### config.mk
export PLATFORM = sky130hd
export DESIGN_NAME = gf_serial_mul
export DESIGN_NICKNAME = d
export VERILOG_FILES = /design/src/rtl/gf_serial_mul.sv
export SDC_FILE = /design/constraint.sdc
export NUM_CORES = 1
export LEC_CHECK = 0
export CAP_MARGIN = 10
export CORE_MARGIN = 2
export CORE_UTILIZATION = 53
export DETAILED_ROUTE_END_ITERATION = 7
export GPL_TIMING_DRIVEN = 1
export PLACE_DENSITY_LB_ADDON = 0.15
export SLEW_MARGIN = 15
export SYNTH_ARGS = -nofsm -noshare
export SYNTH_HDL_FRONTEND = slang
export SYNTH_SLANG_ARGS = --single-unit
### constraint.sdc
create_clock -name in_clock -period 1.9 [get_ports in_clock]
set_input_delay 0.19 -clock in_clock [delete_from_list [all_inputs] [get_ports in_clock]]
set_output_delay 0.19 -clock in_clock [all_outputs]
set_load 0.005 [all_outputs]
### src/rtl/gf_serial_mul.sv
`default_nettype none
// ============================================================================
// Module   : gf_serial_mul
// Brief    : Digit-serial GF(2^WIDTH) multiplier (Horner, MSB digit first)
//            with valid/ready handshakes and optional multiply-accumulate.
// Revision : 1.0 - initial release
// ============================================================================
module gf_serial_mul #(
    parameter int             WIDTH = 8,
    parameter logic [WIDTH:0] POLY  = 9'h11B,
    parameter int             DIGIT = 1
) (
    input  logic             in_clock,
    input  logic             in_reset,
    input  logic             in_start_valid,
    output logic             out_start_ready,
    input  logic [WIDTH-1:0] in_a,
    input  logic [WIDTH-1:0] in_b,
    input  logic             in_acc_en,
    output logic             out_result_valid,
    input  logic             in_result_ready,
    output logic [WIDTH-1:0] out_result
);

    localparam int STEPS = WIDTH / DIGIT;
    localparam int CW    = $clog2(STEPS + 1);

    generate
        if (WIDTH < 2 || WIDTH > 16) begin : g_bad_width
            $error("gf_serial_mul: WIDTH must be in 2..16");
        end
        if (DIGIT < 1 || (WIDTH % DIGIT) != 0) begin : g_bad_digit
            $error("gf_serial_mul: WIDTH must be a multiple of DIGIT");
        end
        if (POLY[WIDTH] != 1'b1) begin : g_bad_poly
            $error("gf_serial_mul: POLY bit WIDTH must be set");
        end
    endgenerate

    typedef enum logic [1:0] {
        IDLE = 2'd0,
        BUSY = 2'd1,
        DONE = 2'd2
    } state_t;

    state_t          state;
    state_t          state_next;
    logic [CW-1:0]   cnt;
    logic [WIDTH-1:0] acc;
    logic [WIDTH-1:0] acc_next;
    logic [WIDTH-1:0] a_reg;
    logic [WIDTH-1:0] b_reg;
    logic            acc_en_reg;
    logic            accept;
    logic            last_digit;

    assign out_start_ready = !in_reset && ((state == IDLE) || ((state == DONE) && in_result_ready));
    assign accept          = in_start_valid && out_start_ready;
    assign last_digit      = (cnt == CW'(1));

    // One Horner step per bit of the digit: multiply by x, reduce, add a if the bit is set.
    always_comb begin
        acc_next = acc;
        for (int j = DIGIT - 1; j >= 0; j--) begin
            acc_next = {acc_next[WIDTH-2:0], 1'b0}
                     ^ (acc_next[WIDTH-1] ? POLY[WIDTH-1:0] : '0)
                     ^ (b_reg[WIDTH-DIGIT+j] ? a_reg : '0);
        end
    end

    always_comb begin
        state_next = state;
        case (state)
            IDLE: if (accept) state_next = BUSY;
            BUSY: if (last_digit) state_next = DONE;
            DONE: begin
                if (accept)               state_next = BUSY;
                else if (in_result_ready) state_next = IDLE;
            end
            default: state_next = IDLE;
        endcase
    end

    always_ff @(posedge in_clock) begin
        if (in_reset) begin
            state            <= IDLE;
            cnt              <= '0;
            acc              <= '0;
            a_reg            <= '0;
            b_reg            <= '0;
            acc_en_reg       <= 1'b0;
            out_result       <= '0;
            out_result_valid <= 1'b0;
        end else begin
            state <= state_next;
            if (accept) begin
                a_reg            <= in_a;
                b_reg            <= in_b;
                acc_en_reg       <= in_acc_en;
                acc              <= '0;
                cnt              <= CW'(STEPS);
                out_result_valid <= 1'b0;
            end else if (state == BUSY) begin
                acc   <= acc_next;
                b_reg <= b_reg << DIGIT;
                cnt   <= cnt - CW'(1);
                if (last_digit) begin
                    // out_result doubles as the accumulation source for the next MAC.
                    out_result       <= acc_next ^ (acc_en_reg ? out_result : '0);
                    out_result_valid <= 1'b1;
                end
            end else if (state == DONE && in_result_ready) begin
                out_result_valid <= 1'b0;
            end
        end
    end

endmodule
`default_nettype wire

# Word-level counts from Yosys, hierarchy flattened
# Index checks and enable logic that the tools add are counted.
# W data, S select, Z words.
# word_totals
ff_bits,40
inputBits,21
word_cells,47
# op_classes
addsub,1
eq_ne,6
n_mux,15
bitwise_logic,4
n_reduce_logical,12
# op_table
op,count
$mux W8,4
$xor A8 B8 Y8,2
$mux W2,4
$mux W4,2
$xor A8 B5 Y8,1
$pmux W2 S3,1
$reduce_and A3 Y1,2
$mux W5,1
$eq A4 B1 Y1 const B,1
$ne A2 B2 Y1 const B,2
$reduce_bool A2 Y1,2
$sub A4 B1 Y4 const B,1
$logic_and A1 B1 Y1,3
$mux W1,3
$ne A3 B3 Y1 const B,1
$eq A2 B1 Y1 const B,1
$eq A2 B2 Y1 const B,1
$logic_not A2 Y1,1
$reduce_and A2 Y1,1
$reduce_or A2 Y1,1
$logic_not A1 Y1,1
$logic_or A1 B1 Y1,1
$not A1 Y1,1

# Logic depth before layout (Yosys ltp)
# Gate-level depths: netlist of the first run.
# depth
word_depth,7
depth_mapped,7
mapped_depth_nobuf,6

# Worst setup path before layout of the first run
# No wires, ideal clock.
# synth_timing
kind,register -> register
startpoint,reg cnt[1]
endpoint,reg out_result[5]
arrival_ps,1439
required_ps,1771
setup_slack_ps,332
stages_incl_launch_ff,8
n_path_buf,1
path_cell_list,dfxtp_1 > inv_1 > ha_1 > or3b_1 > clkbuf_1 > a311oi_1 > o22ai_1 > nor2b_1
# synth_via
elab_chain_len,2
# synth_lines
element,line_no,source
from (decl),48,logic [CW-1:0] cnt;
from (signal assigned),101,cnt <= CW'(STEPS);
from (signal assigned),106,cnt <= cnt - CW'(1);
$eq A4 B1 Y1,59,assign last_digit = (cnt == CW'(1));
$reduce_and A3 Y1 (no line),-,
to (signal assigned),109,out_result <= acc_next ^ (acc_en_reg ? out_result : '0);
to (decl),22,output logic [WIDTH-1:0] out_result
# Every way passes these cells.
# A chain may end at the register's enable or synchronous reset.

# Final worst setup path of the first run
# layout_timing
startpoint,in in_reset
endpoint,out out_start_ready
# layout_via
elab_chain_len,2
# layout_lines
element,line_no,source
from (decl),14,"input logic in_reset,"
$logic_not A1 Y1,57,assign out_start_ready = !in_reset && ((state == IDLE) || ((state == DONE) && in_result_ready));
$logic_and A1 B1 Y1,57,
to (decl),16,"output logic out_start_ready,"
# Every way passes these cells.

==> results.py, run 1 <==
metrics = {
    "status": {
        "outcome": "completed",
    },
    "grt": {
        "grt_use_total_pct": 22.94,
        "antenna_found_initial": 0,
        "grt_pass1_vias": 1650,
        "grt_overflow": 0,
        "grt_start_max_net_pins": 29,
        "grt_pass1_wl_um": 7445,
    },
    "final_layout": {
        "seqCellArea_um2": 800.8,
        "drive_gt1_share_pct": 13.58,
        "fill_cells": 316,
        "final_util_pct": 66.71,
        "finalNetCount": 287,
        "syn2layout_area_growth_pct": 20.87,
        "multi_input_area_um2": 1087,
        "num_antenna_cells": 0,
    },
    "hold_path": {
        "hp-start": "in_b[0]",
        "hold_depth": 3,
        "min_path_type": "input port to flip-flop",
        "hold_path_end": "b_reg[0]$_SDFFE_PP0P_",
    },
    "route": {
        "postRouteAntennaNets": 0,
        "wl_met3_um": 114,
        "drcViolationCount": 0,
        "drt_iter0_markers": 76,
        "drt_wl_total_um": 4330,
        "met2_length_um": 2147,
        "viasPerCell": 5.406,
        "top_layer": "met4",
        "wirelength_met1_um": 1983,
        "vias": 1692,
        "drtPass1Iterations": 4,
        "wl_per_cell_um": 13.83,
    },
    "clocking": {
        "cts_sinks": 40,
        "ctsHtreeMaxLevel": 2,
        "clock_latency_ns": 0.30,
        "cts_max_path_buffers": 2,
        "clk_pin_slew_ns": 0.08,
        "post_cts_resized": 0,
        "numCtsBuffers": 5,
        "tritoncts": "done",
        "cts_root_buffer": "clkbuf_8",
        "holdBufCountCts": 0,
        "postCtsSetupRepairBufs": 0,
    },
    "timing": {
        "fin_worst_skew_ns": 0.004997,
        "fmax_mhz": 562.7,
        "worst_pin_slew_ns": 0.6027,
        "maxSlewHeadroom_pct": 59.76,
        "setup_viol": 0,
        "fin_hold_ws_ns": 0.4274,
        "drv_slew": 0,
        "grt_setup_unrepaired": "false",
        "setup_tns_ns": 0,
        "hold_violations": 0,
        "fin_crit_sh_pct": 93.53,
        "final.min_clock_period_ns": 1.777,
    },
    "place": {
        "gp_congestion": 0.7825,
        "numPortBuffers": 30,
        "hpwl_um": 2976,
    },
    "worst_setup_path": {
        "cp_data_arrival_time_ns": 1.59,
        "r2r_cells": 6,
        "crit_path_max_fanout": 7,
        "end_kind": "primary output",
        "reg2reg_to": "out_result[5]$_SDFFE_PP0P_",
        "r2r_start": "cnt[1]$_SDFFE_PP0P_",
        "critPathRequiredTime_ns": 1.71,
        "startpoint": "in_reset",
        "rrSetupSlack_ns": 0.15,
        "worstSetupStartpointType": "input port",
        "path_class": "input port to primary output",
    },
    "logic_synthesis": {
        "ys_top_cells_by_count": "nand2_1, dfxtp_1, a21oi_1, nor2_1",
        "synth_edf_count": 0,
        "yosysTopAreaCellShare_pct": 39.63,
        "avgSynthCellArea_um2": 8.526,
        "synth_nets": 260,
        "yosysTopAreaCell": "dfxtp_1",
        "ys_ff_latch": 40,
        "ys_seq_area_share_pct": 39.63,
        "yosys_warnings": 0,
        "synth_area_leaders": "dfxtp_1, nand2_1, a311oi_2",
        "synth_ff_type": "dfxtp_1",
        "yosysMostFrequentCell": "nand2_1",
        "synthArstFlopShare_pct": 0,
        "ys_types": 39,
        "syn_area_um2": 2021,
        "syn_inst": 237,
    },
    "run": {
        "cap_violations": 0,
    },
    "floorplan": {
        "die_area_um2": 4322,
        "fp.dieW_um": 65.75,
        "initial_utilization_pct": 55.19,
        "rows": 22,
        "io_pins": 31,
        "die_y_um": 65.75,
        "core_um2": 3661,
    },
    "pwr": {
        "vdd_drop_max_mv": 0.4354,
        "total_power_w": 0.001863,
        "power.leakage_nw": 0.8114,
        "powerDensity_nw_per_um2": 762.7,
    },
}
how the worst max path moves through the flow:
stage	slack, ns	to	cells after the start
2_1_floorplan	0.33	out_result[5]$_SDFFE_PP0P_	7
3_3_place_gp	0.11	b_reg[4]$_SDFFE_PP0P_	5
3_5_place_dp	0.08	b_reg[2]$_SDFFE_PP0P_	5
4_1_cts	0.13	out_start_ready	4
5_1_grt	0.04	out_result[5]$_SDFFE_PP0P_	6
6_report	0.12	out_start_ready	4
cells in the final DEF (no fill, tap or decap), types with 2 or more instances in the layout:
master	n
clkbuf_8	5
inv_1	6
nor2_1	20
o21a_1	3
a311oi_2	7
o22ai_1	4
nand2b_1	5
nand2_1	45
clkdlybuf4s50_1	30
a211oi_1	5
dfxtp_1	40
o21ai_0	3
o32ai_1	3
nand3b_1	5
nor2b_1	9
buf_4	8
and2_1	4
nor3_1	2
a31oi_1	5
xnor2_1	7
a21bo_2	5
a311oi_1	4
a21oi_1	20
mux2_2	3
ha_1	2
logic make-up after synthesis:
kind of cell | share of synthesized area (%)
and+or+nand+nor | 24.52
AOI/OAI and AO/OA | 22.91
DFF | 39.63
buffers and inverters | 6.563
xor gates and xnor gates | 3.468
muxes | 1.672
adders and majority gates | 1.238
through the flow:
| step | setup WS, ns | std cells | area, µm² |
|---|---|---|---|
| 2_1_floorplan | 0.3325 | 237 | 2021 |
| 4_1_cts | 0.1278 | 313 | 2442 |
| 3_3_place_gp | 0.1095 | 305 | 2331 |
| 6_report | 0.1229 | 313 | 2442 |
| 3_5_place_dp | 0.07910 | 305 | 2331 |
| 5_1_grt | 0.03778 | 313 | 2442 |
layout make-up:
cell class                      count  share of cell area, %
Multi-Input combinational cell    173                  44.52
Sequential cell                    40                  32.79
Timing Repair Buffer               38                  14.75
Clock buffer                        5                  2.818
Tap cell                           48                  2.459
Clock inverter                      3                  1.742
Inverter                            6                 0.9221
routing by layer:
metal  vias up  global-route usage (%)
li1        875                       -
met1       790                   27.24
met2        20                   39.65
met3         7                   4.623
met4         0                   10.16
met5         -                       0
report_power, final:
group / total (W) / switching (W) / internal (W) / leakage, nW
Sequential: 0.000920 / 0.0000427 / 0.000878 / 0.326
Clock: 0.000688 / 0.000299 / 0.000388 / 0.0541
Combinational: 0.000255 / 0.000131 / 0.000124 / 0.432
worst max-delay path, cell delays in order:
cell and delay, ns:
clkdlybuf4s50_1 0.50, buf_4 0.21, nor3_1 0.17, clkdlybuf4s50_1 0.52
(Power assumes the default switching activity.)
==> run 2, diff against run 1 <==
--- a/config.mk
+++ b/config.mk
@@ -5,6 +5,7 @@
 export SDC_FILE = /design/constraint.sdc
 export NUM_CORES = 1
 export LEC_CHECK = 0
+export ABC_CLOCK_PERIOD_IN_PS = 1900
 export CAP_MARGIN = 10
 export CORE_MARGIN = 2
 export CORE_UTILIZATION = 53
==> constraint.sdc (replaced) <==
create_clock -name in_clock -period 1.9 [get_ports in_clock]
set_input_delay 0.57 -clock in_clock [delete_from_list [all_inputs] [get_ports in_clock]]
set_output_delay 0.57 -clock in_clock [all_outputs]
set_load 0.005 [all_outputs]
==> run 2 against run 1 <==
Effect of this change:
- largest power group unchanged
- sequential cell count stayed put
- non-clock buffer count increased by 1
- clock-buffer cell count is 1 higher
- clock skew increased by 0.0038 ns
- worst setup slack got worse by 0.070 ns
- highest routed layer unchanged
- die area did not move
- core utilization decreased by 0.27 points
- critical path type unchanged
==> results.py, run 2 (same netlist as run 1, synthesis figures left out) <==
metrics = {
    "status": {
        "outcome": "completed",
    },
    "route": {
        "viasPerCell": 5.399,
        "postRouteAntennaNets": 0,
        "drcViolationCount": 0,
        "vias": 1690,
        "drt_wl_total_um": 4157,
        "drt_iter0_markers": 76,
        "wl_per_cell_um": 13.28,
        "drtPass1Iterations": 4,
    },
    "timing": {
        "fin_worst_skew_ns": 0.008770,
        "fin_ws_ns": 0.05310,
        "maxSlewHeadroom_pct": 61.62,
        "grt_setup_unrepaired": "false",
        "drv_slew": 0,
        "final.min_clock_period_ns": 1.847,
        "setup_viol": 0,
        "hold_violations": 0,
        "fmax_mhz": 541.4,
        "fin_hold_ws_ns": 0.4612,
        "worst_pin_slew_ns": 0.5749,
        "fin_crit_sh_pct": 97.21,
    },
    "run": {
        "cap_violations": 0,
    },
    "worst_setup_path": {
        "cp_data_arrival_time_ns": 1.28,
        "startpoint": "in_result_ready",
        "critPathRequiredTime_ns": 1.33,
        "path_class": "input port to primary output",
        "cp_num_buf_inv": 2,
        "end_kind": "primary output",
        "path_delay_family": "buffers and inverters",
        "crit_top_cell": "dlygate4sd2_1",
        "crit_path_max_fanout": 2,
        "cp_slowest_cell": "dlygate4sd2_1",
        "worstSetupStartpointType": "input port",
        "r2r_start": "cnt[0]$_SDFFE_PP0P_",
        "path_cells": "dlygate4sd2_1, nor2b_4, nor3_2, dlygate4sd2_1",
        "slowest_delay_ns": 0.27,
    },
    "final_layout": {
        "fill_cells": 323,
        "layout_commonest_cell": "nand2_1",
        "final_util_pct": 66.44,
        "final_cell_mix": "nand2_1, dfxtp_1, clkdlybuf4s50_1",
        "num_antenna_cells": 0,
        "multi_input_area_um2": 1095,
        "finalNetCount": 288,
        "drive_gt1_share_pct": 13.96,
        "seqCellArea_um2": 800.8,
        "syn2layout_area_growth_pct": 20.37,
    },
    "pwr": {
        "vdd_drop_max_mv": 0.4989,
        "powerDensity_nw_per_um2": 701.5,
        "total_power_w": 0.001706,
        "power.leakage_nw": 0.8167,
    },
    "clocking": {
        "holdBufCountCts": 0,
        "cts_sinks": 40,
        "postCtsSetupRepairBufs": 0,
        "cts_root_buffer": "clkbuf_8",
        "clock_latency_ns": 0.29,
        "numCtsBuffers": 5,
        "ctsHtreeMaxLevel": 2,
        "cts_max_path_buffers": 2,
        "tritoncts": "done",
        "clk_pin_slew_ns": 0.07,
    },
    "place": {
        "gp_congestion": 0.7549,
        "numPortBuffers": 30,
        "pre_cts_ws_ns": -0.4873,
        "hpwl_um": 2849,
    },
    "grt": {
        "grtUsageMet1_pct": 28.33,
        "grt_use_total_pct": 23.41,
        "grt_start_max_net_pins": 35,
        "grt_overflow": 0,
        "top_usage_layer": "met2",
        "antenna_found_initial": 0,
        "grt_util_met3_pct": 7.192,
        "grt_pass1_wl_um": 7541,
        "grt_pass1_vias": 1677,
        "grt.met2_usage_pct": 38.89,
    },
    "floorplan": {
        "rows": 22,
        "die_area_um2": 4322,
        "fp.dieW_um": 65.75,
        "initial_utilization_pct": 55.19,
        "core_um2": 3661,
        "die_y_um": 65.75,
        "io_pins": 31,
    },
    "hold_path": {
        "hp-start": "a_reg[1]$_SDFFE_PP0P_",
        "min_path_type": "flip-flop to flip-flop",
    },
}
-- run 2: what timing repair did --
item	in CTS	in global routing
setup endpoints to repair	19	1
hold endpoints to repair	0	0
resized for setup	4	1
pin swaps	0	0
-- run 2: final timing paths --
| check | slack [ns] | to | cells past startpoint |
|---|---|---|---|
| setup / recovery | 0.05 | out_start_ready | 4 |
| hold / removal | 0.46 | a_reg[1]$_SDFFE_PP0P_ | 2 |
| setup reg to reg | 0.23 | out_result[5]$_SDFFE_PP0P_ | 5 |
| hold reg to reg | 0.46 | a_reg[1]$_SDFFE_PP0P_ | 2 |
-- run 2: area by class of cell --
class | count | area share, %
Multi-Input combinational cell | 173 | 45.01
Clock inverter | 1 | 0.2058
Tap cell | 48 | 2.469
Sequential cell | 40 | 32.92
Timing Repair Buffer | 39 | 15.48
Clock buffer | 6 | 2.984
Inverter | 6 | 0.9259
-- run 2: stage by stage --
| step | instances | setup TNS [ns] | area (µm²) |
|---|---|---|---|
| 2_1_floorplan | 237 | 0 | 2021 |
| 3_3_place_gp | 306 | -9.816 | 2351 |
| 3_5_place_dp | 306 | -10.08 | 2351 |
| 4_1_cts | 313 | 0 | 2430 |
| 5_1_grt | 313 | 0 | 2432 |
| 6_report | 313 | 0 | 2432 |
-- run 2: metal layers --
metal  share of wire, %  vias to the layer above
met5                  0                        -
met4                1.1                        0
met3                5.3                        4
met2                 48                       29
met1                 46                      783
li1                   -                      874
-- run 2: power by group --
group          total, W  internal, W  switching [W]
logic          0.000258     0.000128       0.000130
registers      0.000920     0.000878      0.0000420
clock network  0.000528     0.000250       0.000279
total           0.00171      0.00126       0.000451
-- run 2: tightest hold or removal path: stages, from the launching register on --
cell,delay (ns)
dfxtp_1,0.31
nand2_1,0.05
a21oi_1,0.05
